**src/rtl/alu.sv**
```systemverilog
// Execute-stage ALU with a single output register stage.
// Out carries the primary result, R the secondary one, and signFlag the sign of the signed result.
module alu #(
  parameter int WIDTH = 16
) (
  input  logic             clk,
  input  logic             rst_n,
  input  logic [WIDTH-1:0] A,
  input  logic [WIDTH-1:0] B,
  input  logic [2:0]       Operation,
  output logic             signFlag,
  output logic [WIDTH-1:0] Out,
  output logic [WIDTH-1:0] R
);

  localparam logic [2:0] OP_ADD  = 3'b000;
  localparam logic [2:0] OP_SUB  = 3'b001;
  localparam logic [2:0] OP_MUL  = 3'b010;
  localparam logic [2:0] OP_DIV  = 3'b011;
  localparam logic [2:0] OP_AND  = 3'b100;
  localparam logic [2:0] OP_OR   = 3'b101;
  localparam logic [2:0] OP_LBU  = 3'b110;
  localparam logic [2:0] OP_ADDU = 3'b111;

  logic [WIDTH:0]          sum_ext;
  logic [WIDTH-1:0]        diff;
  logic signed [2*WIDTH-1:0] prod;

  logic [WIDTH-1:0] a_mag;
  logic [WIDTH-1:0] b_mag;
  logic [WIDTH-1:0] b_div;
  logic [WIDTH-1:0] q_mag;
  logic [WIDTH-1:0] r_mag;
  logic [WIDTH-1:0] quot;
  logic [WIDTH-1:0] rem;
  logic             div_zero;

  logic [WIDTH-1:0] out_next;
  logic [WIDTH-1:0] r_next;
  logic             sign_next;

  assign sum_ext = {1'b0, A} + {1'b0, B};
  assign diff    = A - B;
  assign prod    = $signed(A) * $signed(B);

  // Signed division is done on magnitudes. The most negative dividend maps to its own
  // unsigned magnitude, so 0x8000 / -1 wraps back to 0x8000 without special handling.
  assign a_mag    = A[WIDTH-1] ? (~A + 1'b1) : A;
  assign b_mag    = B[WIDTH-1] ? (~B + 1'b1) : B;
  assign div_zero = (B == '0);
  assign b_div    = div_zero ? {{(WIDTH-1){1'b0}}, 1'b1} : b_mag;
  assign q_mag    = a_mag / b_div;
  assign r_mag    = a_mag % b_div;
  assign quot     = (A[WIDTH-1] ^ B[WIDTH-1]) ? (~q_mag + 1'b1) : q_mag;
  assign rem      = A[WIDTH-1] ? (~r_mag + 1'b1) : r_mag;

  always_comb begin
    out_next  = '0;
    r_next    = '0;
    sign_next = 1'b0;
    case (Operation)
      OP_ADD: begin
        out_next  = sum_ext[WIDTH-1:0];
        sign_next = sum_ext[WIDTH-1];
      end
      OP_SUB: begin
        out_next  = diff;
        sign_next = diff[WIDTH-1];
      end
      OP_MUL: begin
        out_next  = prod[WIDTH-1:0];
        r_next    = prod[2*WIDTH-1:WIDTH];
        sign_next = prod[2*WIDTH-1];
      end
      OP_DIV: begin
        if (div_zero) begin
          out_next = '1;
          r_next   = A;
        end else begin
          out_next  = quot;
          r_next    = rem;
          sign_next = quot[WIDTH-1];
        end
      end
      OP_AND:  out_next = A & B;
      OP_OR:   out_next = A | B;
      OP_LBU:  out_next = {{(WIDTH-8){1'b0}}, B[7:0]};
      OP_ADDU: begin
        out_next = sum_ext[WIDTH-1:0];
        r_next   = {{(WIDTH-1){1'b0}}, sum_ext[WIDTH]};
      end
      default: begin
        out_next  = 'x;
        r_next    = 'x;
        sign_next = 1'bx;
      end
    endcase
  end

  always_ff @(posedge clk or negedge rst_n) begin
    if (!rst_n) begin
      Out      <= '0;
      R        <= '0;
      signFlag <= 1'b0;
    end else begin
      Out      <= out_next;
      R        <= r_next;
      signFlag <= sign_next;
    end
  end

endmodule

```
**config.mk**
```make
export PLATFORM = sky130hd
export DESIGN_NAME = alu
export DESIGN_NICKNAME = d
export VERILOG_FILES = /design/src/rtl/alu.sv
export SDC_FILE = /design/constraint.sdc
export NUM_CORES = 1
export LEC_CHECK = 0
export ABC_AREA = 1
export ABC_CLOCK_PERIOD_IN_PS = 800
export CORE_ASPECT_RATIO = 1.4
export CORE_UTILIZATION = 40
export DETAILED_ROUTE_END_ITERATION = 12
export PLACE_DENSITY = 0.62
export SKIP_LAST_GASP = 1
export SLEW_MARGIN = 20
export SYNTH_ARGS = -nofsm -noshare
export SYNTH_HDL_FRONTEND = slang
export SYNTH_SLANG_ARGS = --single-unit
export TNS_END_PERCENT = 100
```
**constraint.sdc**
```tcl
create_clock -name clk -period 0.8 [get_ports clk]
set_clock_uncertainty 0.15 [all_clocks]
set_input_delay 0.24 -clock clk [delete_from_list [all_inputs] [get_ports clk]]
set_output_delay 0.24 -clock clk [all_outputs]
set_load 0.05 [all_outputs]
```
==> impl_metrics.tcl, run 1 <==
set metrics [dict create \
    synth.top_cell.area_share_pct 23.5 \
    fmax_ghz 0.0407 \
    cp.arrival_ns 24.64 \
    ios 70 \
    wire_per_inst_microns 17.8 \
    gp_congestion 0.990 \
    max-slew-margin-rel_pct 56.2 \
    max_cap_viol_count 0 \
    syn_area_sq_mm 0.0226 \
    hold-worst-slack_ns -0.364 \
    clkSinkCount 33 \
    ant_nets 0 \
    grt-ovfl-total 0 \
    synth_fp_nets 3817 \
    hp-class "in2async" \
    coreArea_sq_mm 0.0555 \
    finalNonFillerCells 4988 \
    ys.flop_type "dfrtp_1" \
    worstSetupPathType "in2reg" \
    cts_tree "built" \
    synth_cell_type_count 68 \
    hold_viol_final 33 \
    fin_ws_ns -23.79 \
    async_reset_ff_share_pct 100 \
    setup_tns_ns -787.25 \
    start_util_pct 40.7 \
    dpl_cell_area_sq_mm 0.0321 \
    drive_gt1_share_pct 41.6 \
    ctsHoldBuffers 1 \
    synth.avg_cell_area_sq_um 6.96 \
    status "finished with violations" \
    violations "hold timing, setup timing" \
    final.min_clock_period_ns 24.59 \
    die-width_microns 203 \
    cp_common_cell "nand2_2" \
    via_count 25400 \
    yosys-top-cells-area "fa_1, ha_1, nand2_1" \
    power.density_mw_per_mm2 3430 \
    cts-buffers-inserted 5 \
    critical-path-slowest-cell "clkdlybuf4s50_1" \
    synth_cells 3243 \
    diodes 0 \
    rsz0062_at_grt "yes" \
    worstMarginPinSlew_ns 0.657 \
    grt_pass1_wl_mm 133 \
    first_iter_violations 1128 \
    grtUsageTotal_pct 29.6 \
    slowest_delay_ns 0.56 \
    crit_path_start_kind "input pin" \
    required_ns 0.85 \
    die_y_microns 283 \
    pre_cts_ws_ns -25.51 \
    grt_max_degree 51 \
    post-synth-top-count-cell "nand2_1" \
    yosysTopAreaCell "fa_1" \
    final_max_slew_viol_count 0 \
    netlist_top_cells_count "nand2_1, inv_1, ha_1" \
    firstDrtPassIters 5 \
    nets 4833 \
    ys_ff_latch 33 \
    final_area_sq_mm 0.0352 \
    dieArea_sq_mm 0.0574 \
    max-vdd-ir-drop_v 0.00491 \
    antenna_found_initial 0 \
    dpl.cell_count 4872 \
    power_uw 121000 \
    final-setup-viol-count 66 \
    drcViolationCount 0 \
    power_leakage_uw 0.0192 \
    fp-row-count 102 \
    cts_max_level 2 \
    cts.path.max_buffers 2 \
    clk_pin_slew_ns 0.07 \
    synth-edff-count 0 \
    finalCritPeriodShare_pct 3070 \
    area_delta_synth_final_pct 55.7 \
    cp_max_fo 8 \
    routed_wl_mm 88.7 \
    endpoint_kind "register" \
    dpl.hpwl_mm 70.0 \
    portBuffers 69 \
    synth-seq-area-share_pct 3.66 \
    cts_root_buffer "clkbuf_16" \
    grt_pass1_vias 25700 \
    viasPerCell 5.10 \
    yosys_warnings 0 \
]
-- repair_timing --
| action | in CTS | in global routing |
|---|---|---|
| setup endpoints to repair | 66 | 96 |
| gates resized for setup | 28 | 484 |
| gates cloned | 0 | 3 |
| hold endpoints to repair | 33 | 33 |
| pin swaps | 17 | 308 |
| buffers inserted | 7 | 101 |
-- kinds of logic (layout without fill, tap and decap cells) --
kind of cell | count (synthesis) | count (layout) | share of synthesized area [%]
compound gates | 403 | 403 | 10.4
fa+ha+maj | 537 | 537 | 38.6
xor+xnor | 125 | 125 | 4.91
flops | 33 | 33 | 3.66
simple gates | 1378 | 1378 | 29.1
buf+inv | 767 | 1784 | 13.4
-- critical path, delay by kind of cell --
family / cells / cell delay, ns
buffers and inverters: 31 / 3.32
AO/OA/AOI/OAI: 31 / 4.49
AND/OR/NAND/NOR: 112 / 12.49
adder cells (fa/ha/maj): 16 / 3.85
XOR/XNOR: 1 / 0.18
-- worst paths after layout --
kind,startpoint,endpoint,depth (start not counted)
worst max-delay path,A[14],R[15]$_DFF_PN0_,191
worst min-delay path,rst_n,Out[2]$_DFF_PN0_,1
max in group asynchronous,rst_n,Out[4]$_DFF_PN0_,2
min in group clk,B[1],Out[1]$_DFF_PN0_,4
-- flip-flops by register name, summed over array words and instances, names as in the netlist --
signal and cells:
Out 16, R 16, signFlag 1
-- where the power goes --
part / switching [uW] / internal (uW) / leakage (uW)
logic: 58400 / 57200 / 0.0187
clock network: 1040 / 1330 / 0.0000799
registers: 540 / 2310 / 0.000382
-- stage by stage --
stage | util (%) | hold WS, ns
after floorplan | - | -0.206
after global placement | 57.7 | -0.0902
after detailed placement | 57.7 | -0.0856
after CTS | 58.3 | 0.155
after global routing | 63.4 | -0.364
final | 63.4 | -0.364
-- final cells by class --
cell class / instances / area, sq um
Sequential cell: 33 / 866
Clock buffer: 7 / 153
Fill cell: 4787 / 20300
Multi-Input combinational cell: 2443 / 21400
Inverter: 668 / 2590
Tap cell: 728 / 911
Timing Repair Buffer: 1108 / 9210
Clock inverter: 1 / 5.00
-- per-layer routing --
| metal | track usage [%] | part of all wire (%) |
|---|---|---|
| met1 | 31.4 | 35 |
| met2 | 57.2 | 53 |
| met3 | 2.35 | 4.8 |
| met4 | 15.5 | 6.6 |
| met5 | 0 | 0 |
-- cell usage in the layout (no fill, tap or decap), types with 42 or more instances in the layout --
| cell | instances |
|---|---|
| o21ai_0 | 69 |
| ha_4 | 78 |
| buf_4 | 988 |
| inv_2 | 57 |
| ha_1 | 193 |
| xor2_1 | 82 |
| inv_1 | 586 |
| a21oi_1 | 108 |
| buf_12 | 44 |
| nor2_1 | 121 |
| nand3_1 | 133 |
| nand2_1 | 653 |
| nand3_2 | 80 |
| nand2_4 | 42 |
| nand2_2 | 118 |
| fa_1 | 264 |
No activity file was read; power rests on OpenSTA's default activity.
==> inputs of run 2 (changes only) <==
Settings changed: SKIP_CTS_REPAIR_TIMING set to 1.
==> run 2 against run 1 <==
Highest routed layer unchanged; routed wire length fell by 2.2%; the run ends with setup timing left; fmax increased by 0.59%; non-clock buffer count decreased by 31; largest power group unchanged; hold slack better by 0.52 ns; sequential power about the same; sequential cell count is the same; utilization shrank 0.99 points; combinational power is essentially flat.
==> impl_metrics.tcl, run 2 (synthesis results as in run 1) <==
set metrics [dict create \
    largestRegisters "Out x16, R x16, signFlag x1" \
    grt_pass1_vias 25600 \
    via_count 25100 \
    die_y_microns 283 \
    gp_congestion 0.990 \
    power.density_mw_per_mm2 3440 \
    worstSetupPathType "in2reg" \
    drcViolationCount 0 \
    diodes 0 \
    final_area_sq_mm 0.0346 \
    fmax_ghz 0.0409 \
    finalCritPeriodShare_pct 3060 \
    pwr-share-clk_pct 2.0 \
    cts_root_buffer "clkbuf_16" \
    required_ns 0.85 \
    die-width_microns 203 \
    worstMarginPinSlew_ns 0.611 \
    max-slew-margin-rel_pct 59.3 \
    drive_gt1_share_pct 40.4 \
    grtUsageTotal_pct 29.6 \
    nets 4804 \
    seqPwrFrac_pct 2.4 \
    dpl_cell_area_sq_mm 0.0321 \
    endpoint_kind "register" \
    grt_pass1_wl_mm 132 \
    routed_wl_mm 86.8 \
    layout_common_cells "buf_4, nand2_1, inv_1" \
    ant_nets 0 \
    cp-endpoint "R[15]$_DFF_PN0_" \
    final_max_slew_viol_count 0 \
    cp_max_fo 8 \
    cp.arrival_ns 24.49 \
    grt-ovfl-total 0 \
    sw_frac_of_total_pct 49.8 \
    start_util_pct 40.7 \
    max-vdd-ir-drop_v 0.00491 \
    final-setup-viol-count 96 \
    fp-row-count 102 \
    intPower_uw 59800 \
    ios 70 \
    critical-path-slowest-cell "clkdlybuf4s50_1" \
    dieArea_sq_mm 0.0574 \
    cts_tree "built" \
    slowest_delay_ns 0.56 \
    coreArea_sq_mm 0.0555 \
    firstDrtPassIters 5 \
    hold_viol_final 0 \
    portBuffers 69 \
    first_iter_violations 1250 \
    area_delta_synth_final_pct 53.3 \
    cts.path.max_buffers 2 \
    wire_per_inst_microns 17.5 \
    power_uw 119000 \
    violations "setup timing" \
    cts-buffers-inserted 5 \
    antenna_found_initial 0 \
    max_cap_viol_count 0 \
    status "finished with violations" \
    power_frac_comb_pct 95.6 \
    final.min_clock_period_ns 24.45 \
    grt_max_degree 51 \
    viasPerCell 5.07 \
    fin_ws_ns -23.65 \
    power_leakage_uw 0.0190 \
    crit_path_start_kind "input pin" \
    clk_pin_slew_ns 0.07 \
    num-fill-cells 4936 \
    crit_start "A[14]" \
    cp_common_cell "nand2_2" \
    mostFrequentLayoutCell "buf_4" \
    clkSinkCount 33 \
    cts_max_level 2 \
    p_switching_uw 59300 \
    hp-class "in2async" \
    rsz0062_at_grt "yes" \
    dpl.hpwl_mm 70.0 \
]
==> run 2: cell count changes in the layout (fill, tap and decap cells not counted), sizes merged <==
cell,previous run,this run
buf,1074,1045
dlygate4sd3,0,1
clkbuf,13,10
nand3,232,234
==> run 2: worst min-delay path by stage <==
stage | endpoint | slack, ns | depth (start not counted)
after floorplan | Out[0]$_DFF_PN0_ | -0.21 | 0
after detailed placement | Out[2]$_DFF_PN0_ | -0.09 | 1
after CTS | Out[2]$_DFF_PN0_ | -0.42 | 1
after global routing | Out[1]$_DFF_PN0_ | 0.18 | 2
final | Out[1]$_DFF_PN0_ | 0.16 | 2
after global placement | Out[2]$_DFF_PN0_ | -0.09 | 1
==> run 2: layout make-up <==
type / instances / area, sq um / area share [%]
repair buffers: 1077 / 8890 / 25.7
inverters: 668 / 2580 / 7.47
clock buffers: 7 / 153 / 0.441
multi-input cells: 2445 / 21200 / 61.3
flip-flops and latches: 33 / 866 / 2.50
clock inverters: 1 / 5.00 / 0.0145
well taps: 728 / 911 / 2.63
==> run 2: metrics by stage <==
step                      utilization [%]  setup slack, ns  instances  setup TNS [ns]  hold WS, ns
final                                62.4           -23.65       4959         -789.20        0.157
after detailed placement             57.7           -25.51       4872         -834.24      -0.0856
after global routing                 62.4           -25.35       4959         -845.58        0.179
after CTS                            58.0           -25.31       4880         -837.77       -0.421
after global placement               57.7           -25.16       4872         -820.09      -0.0902
after floorplan                         -           -22.85       3243         -741.69       -0.206
==> run 2: per-layer routing <==
layer	GRT usage, %	part of all wire, %	wire length, microns
met1	31.5	36	30900
met2	57.1	54	46500
met3	2.28	4.3	3710
met4	15.2	6.5	5660
met5	0	0	0
==> run 2: worst max-delay path, delay by kind of cell <==
family                     cells  cell delay [ns]
and+or+nand+nor              116            12.28
xor gates and xnor gates       2             0.34
AOI/OAI and AO/OA             31             4.59
buffers and inverters         25             2.91
adders and majority gates     16             4.06
==> run 2: power by group through the flow <==
stage	Combinational [uW]	Sequential, uW	Clock [uW]
6_report	114000	2840	2350
5_1_grt	123000	2870	2380
4_1_cts	109000	2840	2390
3_5_place_dp	108000	2870	0
3_3_place_gp	106000	2840	0
2_1_floorplan	59400	4200	0
